**src/rtl/fifo_pkg.sv**
```systemverilog
// fifo_pkg: shared defaults for the synchronous FIFO and a helper that
// derives the pointer width (address bits plus one wrap bit) from the depth.
package fifo_pkg;

  localparam int DEFAULT_DATA_WIDTH = 8;
  localparam int DEFAULT_DEPTH      = 8;

  // Address bits needed for DEPTH entries, plus one wrap bit that tells a
  // full queue apart from an empty one when the address bits match.
  function automatic int ptr_width(input int depth);
    return $clog2(depth) + 1;
  endfunction

endpackage : fifo_pkg

```
**src/rtl/fifo_ram.sv**
```systemverilog
// fifo_ram: storage array for the synchronous FIFO.
// One synchronous write port and one asynchronous (combinational) read port.
// Ports:
//   clk    in   write clock
//   we     in   write enable
//   waddr  in   write address
//   wdata  in   write data
//   raddr  in   read address
//   rdata  out  read data, mem[raddr] with no latency
module fifo_ram
  import fifo_pkg::*;
#(
  parameter int DATA_WIDTH = DEFAULT_DATA_WIDTH,
  parameter int DEPTH      = DEFAULT_DEPTH,
  localparam int AW        = ptr_width(DEPTH) - 1
) (
  input  logic                  clk,
  input  logic                  we,
  input  logic [AW-1:0]         waddr,
  input  logic [DATA_WIDTH-1:0] wdata,
  input  logic [AW-1:0]         raddr,
  output logic [DATA_WIDTH-1:0] rdata
);

  logic [DATA_WIDTH-1:0] mem [DEPTH];

  // NOTE: storage deliberately has no reset; the pointers alone define which
  // words are valid, and a reset-free array maps onto plain RAM/LUT cells.
  always_ff @(posedge clk) begin
    if (we) begin
      mem[waddr] <= wdata;
    end
  end

  // First-word fall-through: the head word is visible without a clock.
  assign rdata = mem[raddr];

endmodule : fifo_ram

```
**src/rtl/fifo_sync_param.sv**
```systemverilog
// fifo_sync_param: single-clock, first-word fall-through FIFO with
// occupancy count, full/empty/almost flags and overflow/underflow pulses.
// Ports:
//   clk           in   single clock, all state changes on rising edge
//   rst           in   asynchronous active-high reset (pointers, pulses)
//   clr           in   synchronous flush, overrides wr/rd
//   wr            in   push request
//   rd            in   pop request
//   wdata         in   push data
//   rdata         out  head-of-queue data, valid while empty=0
//   full          out  occupancy == DEPTH
//   empty         out  occupancy == 0
//   almost_full   out  occupancy >= AF_LEVEL
//   almost_empty  out  occupancy <= AE_LEVEL
//   count         out  occupancy, 0..DEPTH
//   overflow      out  one-cycle pulse after a rejected push
//   underflow     out  one-cycle pulse after a rejected pop
module fifo_sync_param
  import fifo_pkg::*;
#(
  parameter int DATA_WIDTH = DEFAULT_DATA_WIDTH,
  parameter int DEPTH      = DEFAULT_DEPTH,
  parameter int AF_LEVEL   = DEPTH - 2,
  parameter int AE_LEVEL   = 2,
  localparam int PW        = ptr_width(DEPTH),
  localparam int AW        = PW - 1
) (
  input  logic                  clk,
  input  logic                  rst,
  input  logic                  clr,
  input  logic                  wr,
  input  logic                  rd,
  input  logic [DATA_WIDTH-1:0] wdata,
  output logic [DATA_WIDTH-1:0] rdata,
  output logic                  full,
  output logic                  empty,
  output logic                  almost_full,
  output logic                  almost_empty,
  output logic [PW-1:0]         count,
  output logic                  overflow,
  output logic                  underflow
);

  // Parameter legality, checked once at elaboration.
  if (DATA_WIDTH < 1) begin : g_bad_width
    $fatal(1, "fifo_sync_param: DATA_WIDTH must be >= 1");
  end
  if (DEPTH < 2 || (DEPTH & (DEPTH - 1)) != 0) begin : g_bad_depth
    $fatal(1, "fifo_sync_param: DEPTH must be a power of two >= 2");
  end
  if (AF_LEVEL < 1 || AF_LEVEL > DEPTH - 1) begin : g_bad_af
    $fatal(1, "fifo_sync_param: AF_LEVEL must be in 1..DEPTH-1");
  end
  if (AE_LEVEL < 1 || AE_LEVEL > DEPTH - 1) begin : g_bad_ae
    $fatal(1, "fifo_sync_param: AE_LEVEL must be in 1..DEPTH-1");
  end

  localparam logic [PW-1:0] AF_LVL = PW'(AF_LEVEL);
  localparam logic [PW-1:0] AE_LVL = PW'(AE_LEVEL);

  logic [PW-1:0] wptr_q, wptr_d;
  logic [PW-1:0] rptr_q, rptr_d;
  logic          overflow_q, overflow_d;
  logic          underflow_q, underflow_d;
  logic          push_ok;
  logic          pop_ok;

  // Status comes from the registered pointers only, never from wr/rd.
  assign empty        = (wptr_q == rptr_q);
  assign full         = (wptr_q[AW-1:0] == rptr_q[AW-1:0]) &&
                        (wptr_q[PW-1]   != rptr_q[PW-1]);
  // Modulo-2*DEPTH subtraction; the wrap bit makes DEPTH representable.
  assign count        = wptr_q - rptr_q;
  assign almost_full  = (count >= AF_LVL);
  assign almost_empty = (count <= AE_LVL);

  assign push_ok = wr && !full  && !clr;
  assign pop_ok  = rd && !empty && !clr;

  // NOTE: every signal assigned in an always_comb gets a default at the top,
  // so no path leaves it unassigned and no latch is inferred.
  always_comb begin
    wptr_d      = wptr_q;
    rptr_d      = rptr_q;
    overflow_d  = 1'b0;
    underflow_d = 1'b0;
    if (clr) begin
      // Flush resets pointers only; stored words are left as they are.
      wptr_d = '0;
      rptr_d = '0;
    end else begin
      if (push_ok) wptr_d = wptr_q + PW'(1);
      if (pop_ok)  rptr_d = rptr_q + PW'(1);
      // A rejected request of one kind never blocks the other kind.
      overflow_d  = wr && full;
      underflow_d = rd && empty;
    end
  end

  // NOTE: sequential state uses non-blocking assignments so every register
  // samples its next-state value from before the edge.
  always_ff @(posedge clk or posedge rst) begin
    if (rst) begin
      wptr_q      <= '0;
      rptr_q      <= '0;
      overflow_q  <= 1'b0;
      underflow_q <= 1'b0;
    end else begin
      wptr_q      <= wptr_d;
      rptr_q      <= rptr_d;
      overflow_q  <= overflow_d;
      underflow_q <= underflow_d;
    end
  end

  assign overflow  = overflow_q;
  assign underflow = underflow_q;

  fifo_ram #(
    .DATA_WIDTH (DATA_WIDTH),
    .DEPTH      (DEPTH)
  ) u_ram (
    .clk   (clk),
    .we    (push_ok),
    .waddr (wptr_q[AW-1:0]),
    .wdata (wdata),
    .raddr (rptr_q[AW-1:0]),
    .rdata (rdata)
  );

endmodule : fifo_sync_param

```
**config.mk**
```make
export PLATFORM = sky130hd
export DESIGN_NAME = fifo_sync_param
export DESIGN_NICKNAME = d
export VERILOG_FILES = /design/src/rtl/fifo_pkg.sv /design/src/rtl/fifo_ram.sv /design/src/rtl/fifo_sync_param.sv
export SDC_FILE = /design/constraint.sdc
export NUM_CORES = 1
export LEC_CHECK = 0
export ABC_AREA = 1
export CORE_MARGIN = 5
export CORE_UTILIZATION = 52
export CTS_BUF_LIST = sky130_fd_sc_hd__clkbuf_16
export CTS_CLUSTER_DIAMETER = 200
export DETAILED_ROUTE_END_ITERATION = 12
export GPL_TIMING_DRIVEN = 1
export MAX_ROUTING_LAYER = met4
export PLACE_DENSITY = 0.76
export SYNTH_ARGS = -nofsm -noshare
export SYNTH_HDL_FRONTEND = slang
export SYNTH_HIERARCHICAL = 1
export SYNTH_SLANG_ARGS = --single-unit
export TNS_END_PERCENT = 100
```
**constraint.sdc**
```tcl
create_clock -name clk -period 2.2 [get_ports clk]
set_clock_uncertainty 0.1 [all_clocks]
set_input_delay 0.44 -clock clk [delete_from_list [all_inputs] [get_ports clk]]
set_output_delay 0.44 -clock clk [all_outputs]
set_load 0.02 [all_outputs]
```
# == After elaboration in Yosys (flattened, before gate mapping) ==
# Memories as Yosys holds them, arrays and structs flattened.
# Cells that the tools add are included.
# word_totals
inputBits,13
mem_count,1
mem_bits_rw,64
regBits,10
wordCells,33
out_inout_bits,18
# memory_table
memory,words,width,rd,rd_ports_with_merged_regs,write_ports,line_no,rtl
u_ram.mem,8,8,1,0,1,fifo_ram.sv:25,logic [DATA_WIDTH-1:0] mem [DEPTH];
# classes
reduce_logical,12
n_eq_ne,3
addsub,3
n_lt_le_gt_ge,2
n_mux,8
# ops
operator,count
$mux W4,4
$add A4 B1 Y4 const B,2
$logic_and A1 B1 Y1,7
$eq A4 B4 Y1,1
$ge A4 B3 Y1 const B,1
$le A4 B2 Y1 const B,1
$mux W1,4
$reduce_bool A2 Y1,2
$sub A4 B4 Y4,1
$eq A3 B3 Y1,1
$logic_not A1 Y1,3
$ne A1 B1 Y1,1

# == Longest topological paths before layout ==
# logic_depth
word_depth,7
mapped_depth,9
ltp_nobuf,9

# == By module ==
# Netlist, hierarchy kept.
# by_module_without_submodules
module,seq_area_each_um2,area_each_um2,instances,cells_per_inst
fifo_ram,1921.8,2890.3,1,295
fifo_sync_param,250.2,752.0,1,98

# == Worst setup path after synthesis ==
# No wires, ideal clock.
# synth_path
path_type,register to register
from,register wptr_q[0]
to,"memory u_ram/mem[1][0] in the netlist's numbering, enable pin"
path_buffers,0
synth_period_minus_slack_ns,2.386
path_stages_with_launch,10
setup_slack_ns,-0.186
t_required_ns,1.730
t_arrival_ns,1.916
setup_time_ns,0.370
path_cell_list,dfrtp_1 > inv_1 > ha_1 > inv_1 > nor2_4 > nand2_4 > inv_1 > nor2_1 > nand2_1 > nor2_1
# synth_via
elab_chain_cells,7
# synth_lines
item,line_no,rtl
start: declaration,fifo_sync_param.sv:61,"logic [PW-1:0] wptr_q, wptr_d;"
start signal: assignment,fifo_sync_param.sv:109,wptr_q <= wptr_d;
$eq A3 B3 Y1,fifo_sync_param.sv:70,assign full = (wptr_q[AW-1:0] == rptr_q[AW-1:0]) &&
$logic_and A1 B1 Y1,fifo_sync_param.sv:70,
named net full,fifo_sync_param.sv:35,"output logic full,"
$logic_not A1 Y1,fifo_sync_param.sv:77,assign push_ok = wr && !full && !clr;
$logic_and A1 B1 Y1 (2 in a row),fifo_sync_param.sv:77,
named net push_ok,fifo_sync_param.sv:65,logic push_ok;
$mux W1,fifo_ram.sv:30,if (we) begin
$mux W1 (not written as such),fifo_ram.sv:31,mem[waddr] <= wdata;
end: declaration,fifo_ram.sv:25,
# The timed path passes the listed nets, and every way through them passes these cells.

# == Worst setup path after layout ==
# layout_path
from,register rptr_q[0]
to,output port almost_empty
# layout_via
elab_chain_cells,2
# layout_lines
item,line_no,rtl
start: declaration,fifo_sync_param.sv:62,"logic [PW-1:0] rptr_q, rptr_d;"
start signal: assignment,fifo_sync_param.sv:110,rptr_q <= rptr_d;
$sub A4 B4 Y4,fifo_sync_param.sv:73,assign count = wptr_q - rptr_q;
$le A4 B2 Y1,fifo_sync_param.sv:75,assign almost_empty = (count <= AE_LVL);
end: declaration,fifo_sync_param.sv:38,"output logic almost_empty,"
# Every way passes these cells.

==> results.py <==
metrics = {
    "drt": {
        "drcViolationCount": 0,
        "wl_met3_um": 614,
        "drt_wl_total_um": 9320,
        "via_per_inst": 5.09,
        "top_layer_used": "met4",
        "postRouteAntennaNets": 0,
        "firstDrtPassIters": 4,
        "drtIter0Drc": 278,
        "wl_met2_um": 4900,
        "wl_met1_um": 3660,
        "via_count": 2863,
        "routedWlPerCell_um": 16.6,
    },
    "logic_synthesis": {
        "synth_fp_nets": 412,
        "netlist_instances": 393,
        "syn_area_sq_um": 3640,
        "yosys.area.top_type": "edfxtp_1",
        "netlist_top_cells_area": "edfxtp_1 (53%), nand2_1 (14%), inv_1 (8.6%)",
        "yosysWarnings": 6,
        "synth_top_family_by_area": "simple AND/OR/NAND/NOR gates",
        "synth-simple-area-share": 0.253,
        "syn_area_per_cell_sq_um": 9.27,
        "synth_xor_area_frac": 0.00721,
        "synth.top_cell.area_share": 0.528,
        "synthAdderAreaFrac": 0.0227,
        "seq_area_frac_synth": 0.596,
        "synth.ff_latch_count": 74,
        "synth-compound-area-share": 0.00206,
        "muxShareOfSynthArea": 0,
        "yosys.cell_types.count": 22,
    },
    "clock_tree": {
        "htree_num_levels": 3,
        "ctsHoldBuffers": 0,
        "cts.sinks": 74,
        "clkLatencyLatePin_ns": 0.33,
        "cts_buffers": 9,
        "clockBufferDepth": 2,
        "cts_tree": "done",
        "clk_pin_slew_worst_paths_ns": 0.06,
        "clockRootBuffer": "clkbuf_16",
    },
    "sta": {
        "tns_ns": -0.923,
        "hold_violations": 0,
        "setup_ws_ns": -0.269,
        "timing.final.crit_share": 1.12,
        "fin_crit_ns": 2.47,
        "fmax_mhz": 405,
        "tightest_slew_ns": 0.417,
        "max_slew_margin": 0.722,
        "finalSetupViolCount": 10,
        "worst_hold_slack_ns": 0.297,
        "rsz0062_at_grt": "true",
        "drv_slew": 0,
    },
    "grt": {
        "grt_max_degree": 20,
        "antenna_found_initial": 0,
        "grt_usage": 0.227,
        "grt-ovfl-total": 0,
        "grt_pass1_wl_um": 14400,
        "grt_pass1_vias": 2843,
    },
    "critical_path": {
        "start_kind": "register",
        "crit_path_max_fanout": 3,
        "max_stage_delay_ns": 0.42,
        "end_kind": "primary output",
        "crit_type": "register to primary output",
        "critPathTopFamily": "adder cells",
        "crit_path_cell_trace": "ha_4 > fa_2 > xnor2_4 > o21bai_4 > nor2_2 > buf_6",
        "crit_buf_inv": 1,
        "arrival_ns": 1.93,
        "slowest_stage": "dfrtp_2",
        "cp.required_ns": 1.66,
    },
    "place": {
        "dpl.hpwl_um": 5340,
        "dp_slack_ns": -0.347,
        "gp_congestion": 0.845,
        "dpl_cell_area_sq_um": 4320,
        "portBuffers": 30,
        "place_inst": 538,
    },
    "floorplan": {
        "die_h_um": 93.7,
        "core-area_sq_um": 6790,
        "core.rowCount": 30,
        "initial_core_util": 0.536,
        "die-width_um": 93.7,
        "ioPinCount": 31,
        "dieArea_sq_um": 8780,
    },
    "hold_path": {
        "hold_class": "input pin to async pin",
    },
    "power_and_ir_drop": {
        "p_leak_nw": 2.29,
        "powerDensity_nw_per_um2": 859,
        "max-vdd-ir-drop_mv": 0.570,
        "power.total_mw": 4.20,
    },
    "finish": {
        "area_delta_synth_final_pct": 34.2,
        "final_util": 0.720,
        "final_cells": 562,
        "final_layout_size_suffix_gt1_frac": 0.230,
        "fin_area_sq_um": 4890,
        "fin_nets": 481,
        "antenna_cells": 0,
    },
    "outcome": {
        "status": "finished, violations left",
        "violations": "setup timing",
    },
    "flow_run": {
        "cap_viol_max_count": 0,
    },
}
## final timing paths
kind / startpoint / endpoint / slack (ns) / depth (start not counted)
worst max-delay path: rptr_q[0] / almost_empty / -0.27 / 6
worst min-delay path: rst / rptr_q[2] / 0.30 / 2
worst max register to register: rptr_q[1] / u_ram/mem[2][5] / 0.14 / 11
worst min register to register: wptr_q[0] / wptr_q[0] / 0.51 / 3
max in group asynchronous: rst / rptr_q[0] / 1.39 / 2
min in group clk: wptr_q[0] / wptr_q[0] / 0.51 / 3
## cell usage after synthesis
cell type and count:
xor2_1 2, nand2_4 4, xnor2_1 1, buf_6 7
nand2_1 135, o21bai_1 1, nor2_4 1, nand3_1 46
nand3b_1 1, inv_2 1, nor3_1 1, edfxtp_1 64
fa_1 1, nand4_1 7, ha_1 5, buf_2 2
nand2_2 3, buf_4 3, inv_1 83, dfrtp_1 10
nor2_1 14, inv_4 1
## registers in the layout, summed over array words and instances, names as in the netlist
| name | count |
|---|---|
| overflow | 1 |
| wptr_q | 4 |
| underflow | 1 |
| u_ram/mem | 64 |
| rptr_q | 4 |
## power breakdown
part | internal, mW | switching (mW) | leakage [nW]
Clock | 0.862 | 0.538 | 0.136
Combinational | 0.542 | 0.684 | 1.44
Sequential | 1.56 | 0.0150 | 0.712
Total | 2.96 | 1.24 | 2.29
## area by class of cell
cell class | instances | area (sq um)
Sequential cell | 74 | 2170
Fill cell | 451 | 1900
Multi-Input combinational cell | 222 | 1200
Timing Repair Buffer | 69 | 751
Inverter | 85 | 343
Clock buffer | 9 | 225
Tap cell | 96 | 120
Clock inverter | 6 | 58.8
Timing Repair inverter | 1 | 20.0
## cells by family after synthesis
logic type               count (synthesis)
flip-flops                              74
XOR/XNOR                                 3
AND/OR/NAND/NOR                        212
AO/OA/AOI/OAI                            1
buffers and inverters                   97
adder cells (fa/ha/maj)                  6
## per-layer routing
metal  vias to the layer above  track usage
li1                       1368            -
met1                      1373        0.270
met2                       108        0.376
met3                        14       0.0473
met4                         0       0.0999
met5                         -            -
## placed cells by master (no fill, tap or decap), drive strengths merged
master / netlist / layout
buf: 12 / 52
bufbuf: 0 / 1
bufinv: 0 / 1
clkbuf: 0 / 10
clkdlybuf4s50: 0 / 14
clkinv: 0 / 4
clkinvlp: 0 / 1
dfrtp: 10 / 10
dlygate4sd2: 0 / 1
edfxtp: 64 / 64
fa: 1 / 1
ha: 5 / 5
inv: 85 / 86
nand2: 142 / 142
nand3: 46 / 46
nand3b: 1 / 1
nand4: 7 / 7
nor2: 15 / 15
nor3: 1 / 1
o21bai: 1 / 1
xnor2: 1 / 1
xor2: 2 / 2
## what timing repair did
| item | CTS | global route |
|---|---|---|
| setup endpoints to repair | 16 | 75 |
| gates cloned | 3 | 1 |
| resized for setup | 93 | 30 |
| pin swaps | 6 | 8 |
| setup buffers | 3 | 2 |
Note: power is estimated with default switching activity, not from simulation.
